### config.mk
export PLATFORM = sky130hd
export DESIGN_NAME = fetch_run_ctrl
export DESIGN_NICKNAME = d
export VERILOG_FILES = /design/src/rtl/fetch_ctrl_pkg.sv /design/src/rtl/byte_word_assembler.sv /design/src/rtl/fetch_run_ctrl.sv
export SDC_FILE = /design/constraint.sdc
export NUM_CORES = 1
export LEC_CHECK = 0
export ABC_AREA = 1
export CAP_MARGIN = 30
export CORE_UTILIZATION = 58
export DETAILED_ROUTE_END_ITERATION = 6
export PLACE_DENSITY_LB_ADDON = 0.05
export SYNTH_ARGS = -nofsm -noshare
export SYNTH_HDL_FRONTEND = slang
export SYNTH_SLANG_ARGS = --single-unit
### constraint.sdc
create_clock -name i_clk -period 4.48 [get_ports i_clk]
set_input_delay 1.12 -clock i_clk [delete_from_list [all_inputs] [get_ports i_clk]]
set_output_delay 1.12 -clock i_clk [all_outputs]
set_load 0.02 [all_outputs]
### src/rtl/fetch_ctrl_pkg.sv
// Shared command codes, controller state encoding and word-geometry helper
// for the instruction-fetch run controller.
package fetch_ctrl_pkg;

   localparam logic [7:0] CMD_LOAD    = 8'h4C;
   localparam logic [7:0] CMD_CONT    = 8'h43;
   localparam logic [7:0] CMD_STEP    = 8'h53;
   localparam logic [7:0] CMD_RESTART = 8'h52;

   typedef enum logic [2:0] {
      ST_IDLE      = 3'd0,
      ST_LOAD_CNT  = 3'd1,
      ST_LOAD_DATA = 3'd2,
      ST_RUN       = 3'd3,
      ST_DONE      = 3'd4
   } state_t;

   function automatic int bytes_per_word(input int nbits);
      return nbits / 8;
   endfunction

   localparam int NBITS_DEFAULT  = 32;
   localparam int BYTES_PER_WORD = bytes_per_word(NBITS_DEFAULT);

endpackage

### src/rtl/byte_word_assembler.sv
// Packs a byte stream MSB-first into NBITS words; word_vld_o flags the byte
// that completes a word, with word_o already holding the full word.
module byte_word_assembler
   import fetch_ctrl_pkg::*;
#(
   parameter int NBITS = 32
) (
   input  logic             clk_i,
   input  logic             rst_ni,
   input  logic             clr_i,
   input  logic [7:0]       byte_i,
   input  logic             byte_vld_i,
   output logic [NBITS-1:0] word_o,
   output logic             word_vld_o
);

   localparam int BPW = bytes_per_word(NBITS);

   logic [NBITS-1:0] acc_q, acc_d;
   logic [7:0]       idx_q, idx_d;

   // Older bytes shift out of the top, so a stale previous word never leaks.
   always_comb begin
      word_o     = (acc_q << 8) | NBITS'(byte_i);
      word_vld_o = byte_vld_i && (idx_q == 8'(BPW - 1));
      acc_d      = acc_q;
      idx_d      = idx_q;
      if (clr_i) begin
         acc_d = '0;
         idx_d = '0;
      end else if (byte_vld_i) begin
         acc_d = word_o;
         idx_d = word_vld_o ? 8'd0 : idx_q + 8'd1;
      end
   end

   always_ff @(posedge clk_i or negedge rst_ni) begin
      if (!rst_ni) begin
         acc_q <= '0;
         idx_q <= '0;
      end else begin
         acc_q <= acc_d;
         idx_q <= idx_d;
      end
   end

endmodule

### src/rtl/fetch_run_ctrl.sv
// Debug-link controller for the fetch stage: loads program words into
// instruction memory and releases the pipeline in run or single-step mode.
module fetch_run_ctrl
   import fetch_ctrl_pkg::*;
#(
   parameter int NBITS  = 32,
   parameter int ADDR_W = 8,
   parameter int CNT_W  = 32
) (
   input  logic              i_clk,
   input  logic              i_reset,
   input  logic [7:0]        i_rx_data,
   input  logic              i_rx_valid,
   output logic              o_rx_ready,
   input  logic              i_halt_signal,
   output logic              o_pipe_enable,
   output logic              o_pc_reset,
   output logic              o_imem_we,
   output logic [ADDR_W-1:0] o_imem_waddr,
   output logic [NBITS-1:0]  o_imem_wdata,
   output logic              o_busy,
   output logic              o_done,
   output logic [2:0]        o_state,
   output logic [CNT_W-1:0]  o_cycle_count
);

   state_t            state_q, state_d;
   logic              rx_ready_q, rx_ready_d;
   logic              pipe_en_q, pipe_en_d;
   logic              pc_reset_q, pc_reset_d;
   logic              imem_we_q, imem_we_d;
   logic [ADDR_W-1:0] waddr_q, waddr_d;
   logic [NBITS-1:0]  wdata_q, wdata_d;
   logic              busy_q, busy_d;
   logic              done_q, done_d;
   logic [CNT_W-1:0]  cnt_q, cnt_d;
   logic [7:0]        words_q, words_d;

   logic              consume;
   logic              step_halt;
   logic              load_cmd;
   logic              asm_byte_vld;
   logic              asm_word_vld;
   logic [NBITS-1:0]  asm_word;

   assign consume   = i_rx_valid && rx_ready_q;
   assign step_halt = pipe_en_q && i_halt_signal;
   // A halt seen during a single step outranks a byte arriving in the same cycle.
   assign load_cmd  = consume && (i_rx_data == CMD_LOAD) &&
                      (((state_q == ST_IDLE) && !step_halt) || (state_q == ST_DONE));
   assign asm_byte_vld = consume && (state_q == ST_LOAD_DATA) && (words_q != 8'd0);

   byte_word_assembler #(
      .NBITS (NBITS)
   ) u_asm (
      .clk_i      (i_clk),
      .rst_ni     (i_reset),
      .clr_i      (load_cmd),
      .byte_i     (i_rx_data),
      .byte_vld_i (asm_byte_vld),
      .word_o     (asm_word),
      .word_vld_o (asm_word_vld)
   );

   always_comb begin
      state_d    = state_q;
      pipe_en_d  = 1'b0;
      pc_reset_d = 1'b0;
      imem_we_d  = 1'b0;
      waddr_d    = waddr_q;
      wdata_d    = wdata_q;
      words_d    = words_q;
      cnt_d      = cnt_q;

      if (pipe_en_q && (cnt_q != '1))
         cnt_d = cnt_q + CNT_W'(1);
      // Address advances once the strobe cycle has shown the current one.
      if (imem_we_q)
         waddr_d = waddr_q + ADDR_W'(1);

      case (state_q)
         ST_IDLE: begin
            if (step_halt) begin
               state_d = ST_DONE;
            end else if (consume) begin
               case (i_rx_data)
                  CMD_LOAD: begin
                     state_d = ST_LOAD_CNT;
                     waddr_d = '0;
                  end
                  CMD_CONT: begin
                     state_d   = ST_RUN;
                     pipe_en_d = 1'b1;
                  end
                  CMD_STEP: pipe_en_d = 1'b1;
                  default: ;
               endcase
            end
         end
         ST_LOAD_CNT: begin
            if (consume) begin
               if (i_rx_data == 8'd0) begin
                  state_d = ST_IDLE;
               end else begin
                  words_d = i_rx_data;
                  state_d = ST_LOAD_DATA;
               end
            end
         end
         ST_LOAD_DATA: begin
            if (asm_word_vld) begin
               imem_we_d = 1'b1;
               wdata_d   = asm_word;
               words_d   = words_q - 8'd1;
            end
            if (imem_we_q && (words_q == 8'd0)) begin
               state_d    = ST_IDLE;
               pc_reset_d = 1'b1;
               cnt_d      = '0;
            end
         end
         ST_RUN: begin
            if (step_halt)
               state_d = ST_DONE;
            else
               pipe_en_d = 1'b1;
         end
         ST_DONE: begin
            if (consume) begin
               if (i_rx_data == CMD_RESTART) begin
                  state_d    = ST_IDLE;
                  pc_reset_d = 1'b1;
                  cnt_d      = '0;
               end else if (i_rx_data == CMD_LOAD) begin
                  state_d = ST_LOAD_CNT;
                  waddr_d = '0;
               end
            end
         end
         default: state_d = ST_IDLE;
      endcase

      busy_d     = state_d inside {ST_LOAD_CNT, ST_LOAD_DATA, ST_RUN};
      done_d     = (state_d == ST_DONE);
      rx_ready_d = (state_d != ST_RUN);
   end

   always_ff @(posedge i_clk or negedge i_reset) begin
      if (!i_reset) begin
         state_q    <= ST_IDLE;
         rx_ready_q <= 1'b1;
         pipe_en_q  <= 1'b0;
         pc_reset_q <= 1'b0;
         imem_we_q  <= 1'b0;
         waddr_q    <= '0;
         wdata_q    <= '0;
         busy_q     <= 1'b0;
         done_q     <= 1'b0;
         cnt_q      <= '0;
         words_q    <= '0;
      end else begin
         state_q    <= state_d;
         rx_ready_q <= rx_ready_d;
         pipe_en_q  <= pipe_en_d;
         pc_reset_q <= pc_reset_d;
         imem_we_q  <= imem_we_d;
         waddr_q    <= waddr_d;
         wdata_q    <= wdata_d;
         busy_q     <= busy_d;
         done_q     <= done_d;
         cnt_q      <= cnt_d;
         words_q    <= words_d;
      end
   end

   assign o_rx_ready    = rx_ready_q;
   assign o_pipe_enable = pipe_en_q;
   assign o_pc_reset    = pc_reset_q;
   assign o_imem_we     = imem_we_q;
   assign o_imem_waddr  = waddr_q;
   assign o_imem_wdata  = wdata_q;
   assign o_busy        = busy_q;
   assign o_done        = done_q;
   assign o_state       = state_q;
   assign o_cycle_count = cnt_q;

endmodule

==> results.ini <==
[run_status]
status = finished, final reports clean

[worst_setup_path]
arrival_ns = 1.98
end_kind = primary output
path_delay_family = flip-flops
path_depth = 1
critPathBufInv = 1
rrSetupSlack_ns = 2.18
cp_cell_sequence = clkdlybuf4s50_1
path_max_fanout = 13
worstSetupStartpointType = flop
crit_type = reg2out
slowest_delay_ns = 0.74
cp.required_ns = 3.36
worstRegToRegCells = 8
cpMaxStageDelayCell = dfrtp_1

[sta]
setup_ws_ns = 1.38
worstMarginPinSlew_ns = 0.624
maxSlewHeadroom = 0.584
final-setup-viol-count = 0
rsz0062_at_grt = no
fin_crit_sh = 0.691
fin_tns_setup_ns = 0
hold_viol = 0
finalMaxSlewViolations = 0
fin_crit_ns = 3.10
fmax_mhz = 323
skew_ns = 0.00915

[drt]
firstDrtPassIters = 5
drtAntennaViolNets = 0
vias = 5569
wl_um = 15300
drc = 0
viasPerCell = 5.51
drtIter0Drc = 365
wl_per_cell_um = 15.1

[floorplan]
ioPinCount = 93
coreArea_um2 = 9910
num_rows = 36
dieArea_um2 = 10800
die_h_um = 104
start_util = 0.607
die_w_um = 104

[grt]
grt_pass1_wl_um = 26100
grt_pass1_vias = 5537
grt-busiest-layer = met2
grt_antenna_before_repair = 0
track_usage = 0.303
grt_max_degree = 78
grt-ovfl-total = 0
grtUsageMet1 = 0.381
grtUsageMet2 = 0.501
gr-usage-met3 = 0.0673

[clock_network]
clock_latency_ns = 0.52
tritoncts = yes
cts_resized = 0
path_clk_slew_ns = 0.06
cts_sinks = 121
post-cts-setup-buffer-count = 0
hold_buffers = 0
cts_buffers = 17
htree_levels = 4
cts_max_path_buffers = 2
cts_root_buf = clkbuf_8

[final_layout]
seq_area_um2 = 3030
final_nets = 881
syn_to_final_growth_pct = 27.2
multiInputGateArea_um2 = 2500
diodes = 0
drive_above_1_share = 0.0673
fin_cells = 1010
nFillCells = 701

[yosys]
synth_ff_type = dfrtp_1
ys_ff_latch = 121
synth_area_leaders = dfrtp_1 (50%), nand2_1 (12%), nor2_1 (7.2%)
synth_warnings = 0
synth_top_area_cell = dfrtp_1
synth_area_um2 = 6010
synth_commonest_cells = nand2_1 (187), dfrtp_1 (120), nor2_1 (115)
syn_inst = 767
ys_async_sr_fraction = 1.00
synth_top_area_share = 0.499
yosysMostFrequentCell = nand2_1
avgSynthCellArea_um2 = 7.84
synth_edf_count = 0
ys_types = 38
syn-num-nets = 784
ys_seq_area_frac = 0.504

[power]
vdd_drop_max_uv = 343
powerDensity_nw_per_um2 = 530
power_leakage_uw = 0.00351

[hold_path]
hp-class = in2async

[place]
hpwl_um = 10700
dpl_worst_slack_ns = 1.05
dp_cells = 977
gp_congestion = 0.890
io_buffers = 92

[job]
maxCapViolations = 0

[routing by layer]
metal  wire, um  part of all wire
met1       6340              0.41
met2       7510              0.49
met5          0                 0
met4        412             0.027
met3       1020             0.067
[sequential cells by signal, summed over array words and instances (netlist names), 3 cells and up]
signal	flops
o_cycle_count	32
o_imem_wdata	32
u_asm.acc_q	24
o_imem_waddr	8
u_asm.idx_q	8
words_q	8
o_state	3
[kinds of logic (layout without fill, tap and decap cells)]
group / after synthesis / in the layout / share of synthesized area
compound gates: 114 / 114 / 0.103
xor+xnor: 9 / 9 / 0.0131
flops: 121 / 121 / 0.504
mux: 2 / 2 / 0.00333
fa+ha+maj: 5 / 5 / 0.0104
simple gates: 395 / 395 / 0.285
buf+inv: 121 / 231 / 0.0822
[where the power goes]
| group | switching [uW] | total [uW] | internal [uW] |
|---|---|---|---|
| Sequential | 191 | 1560 | 1370 |
| Combinational | 681 | 1130 | 453 |
| Clock | 537 | 1360 | 821 |
[final timing paths]
kind                                       start          endpoint
worst max register to register     o_pipe_enable   u_asm.acc_q[15]
worst max-delay path               o_pipe_enable     o_pipe_enable
max in group asynchronous                i_reset        o_rx_ready
worst min register to register  o_imem_wdata[21]  o_imem_wdata[21]
worst min-delay path                     i_reset  o_cycle_count[8]
min in group i_clk              o_imem_wdata[21]  o_imem_wdata[21]
[metrics by stage]
stage / hold WS, ns / area (um^2) / power (uW) / utilization
2_1_floorplan: 0.453 / 6010 / 2220 / -
3_3_place_gp: 0.471 / 7030 / 2640 / 0.710
3_5_place_dp: 0.478 / 7030 / 2680 / 0.710
4_1_cts: 0.495 / 7620 / 4060 / 0.769
5_1_grt: 0.379 / 7650 / 4270 / 0.772
6_report: 0.396 / 7650 / 4050 / 0.772
[cell type report]
| type | count | share of cell area |
|---|---|---|
| well taps | 133 | 0.0218 |
| multi-input cells | 525 | 0.326 |
| repair buffers | 99 | 0.130 |
| flip-flops and latches | 121 | 0.396 |
| clock inverters | 14 | 0.0211 |
| clock buffers | 18 | 0.0559 |
| inverters | 100 | 0.0494 |
[cell usage in the layout, fill, tap and decap left out, types with 3 or more instances in the layout]
cell type and instances:
dfrtp_1 120, clkdlybuf4s50_1 91, a21oi_1 11, buf_4 7, nand3_1 38, xor2_1 8
ha_1 5, o22ai_1 17, nor3b_1 3, nand2_1 187, nor3_1 10, nor2_1 115
clkbuf_16 16, o21ai_0 74, inv_6 6, o21bai_1 8, inv_1 97, nor2_4 4
nand4_1 21
No activity file was read; power rests on OpenSTA's default activity.
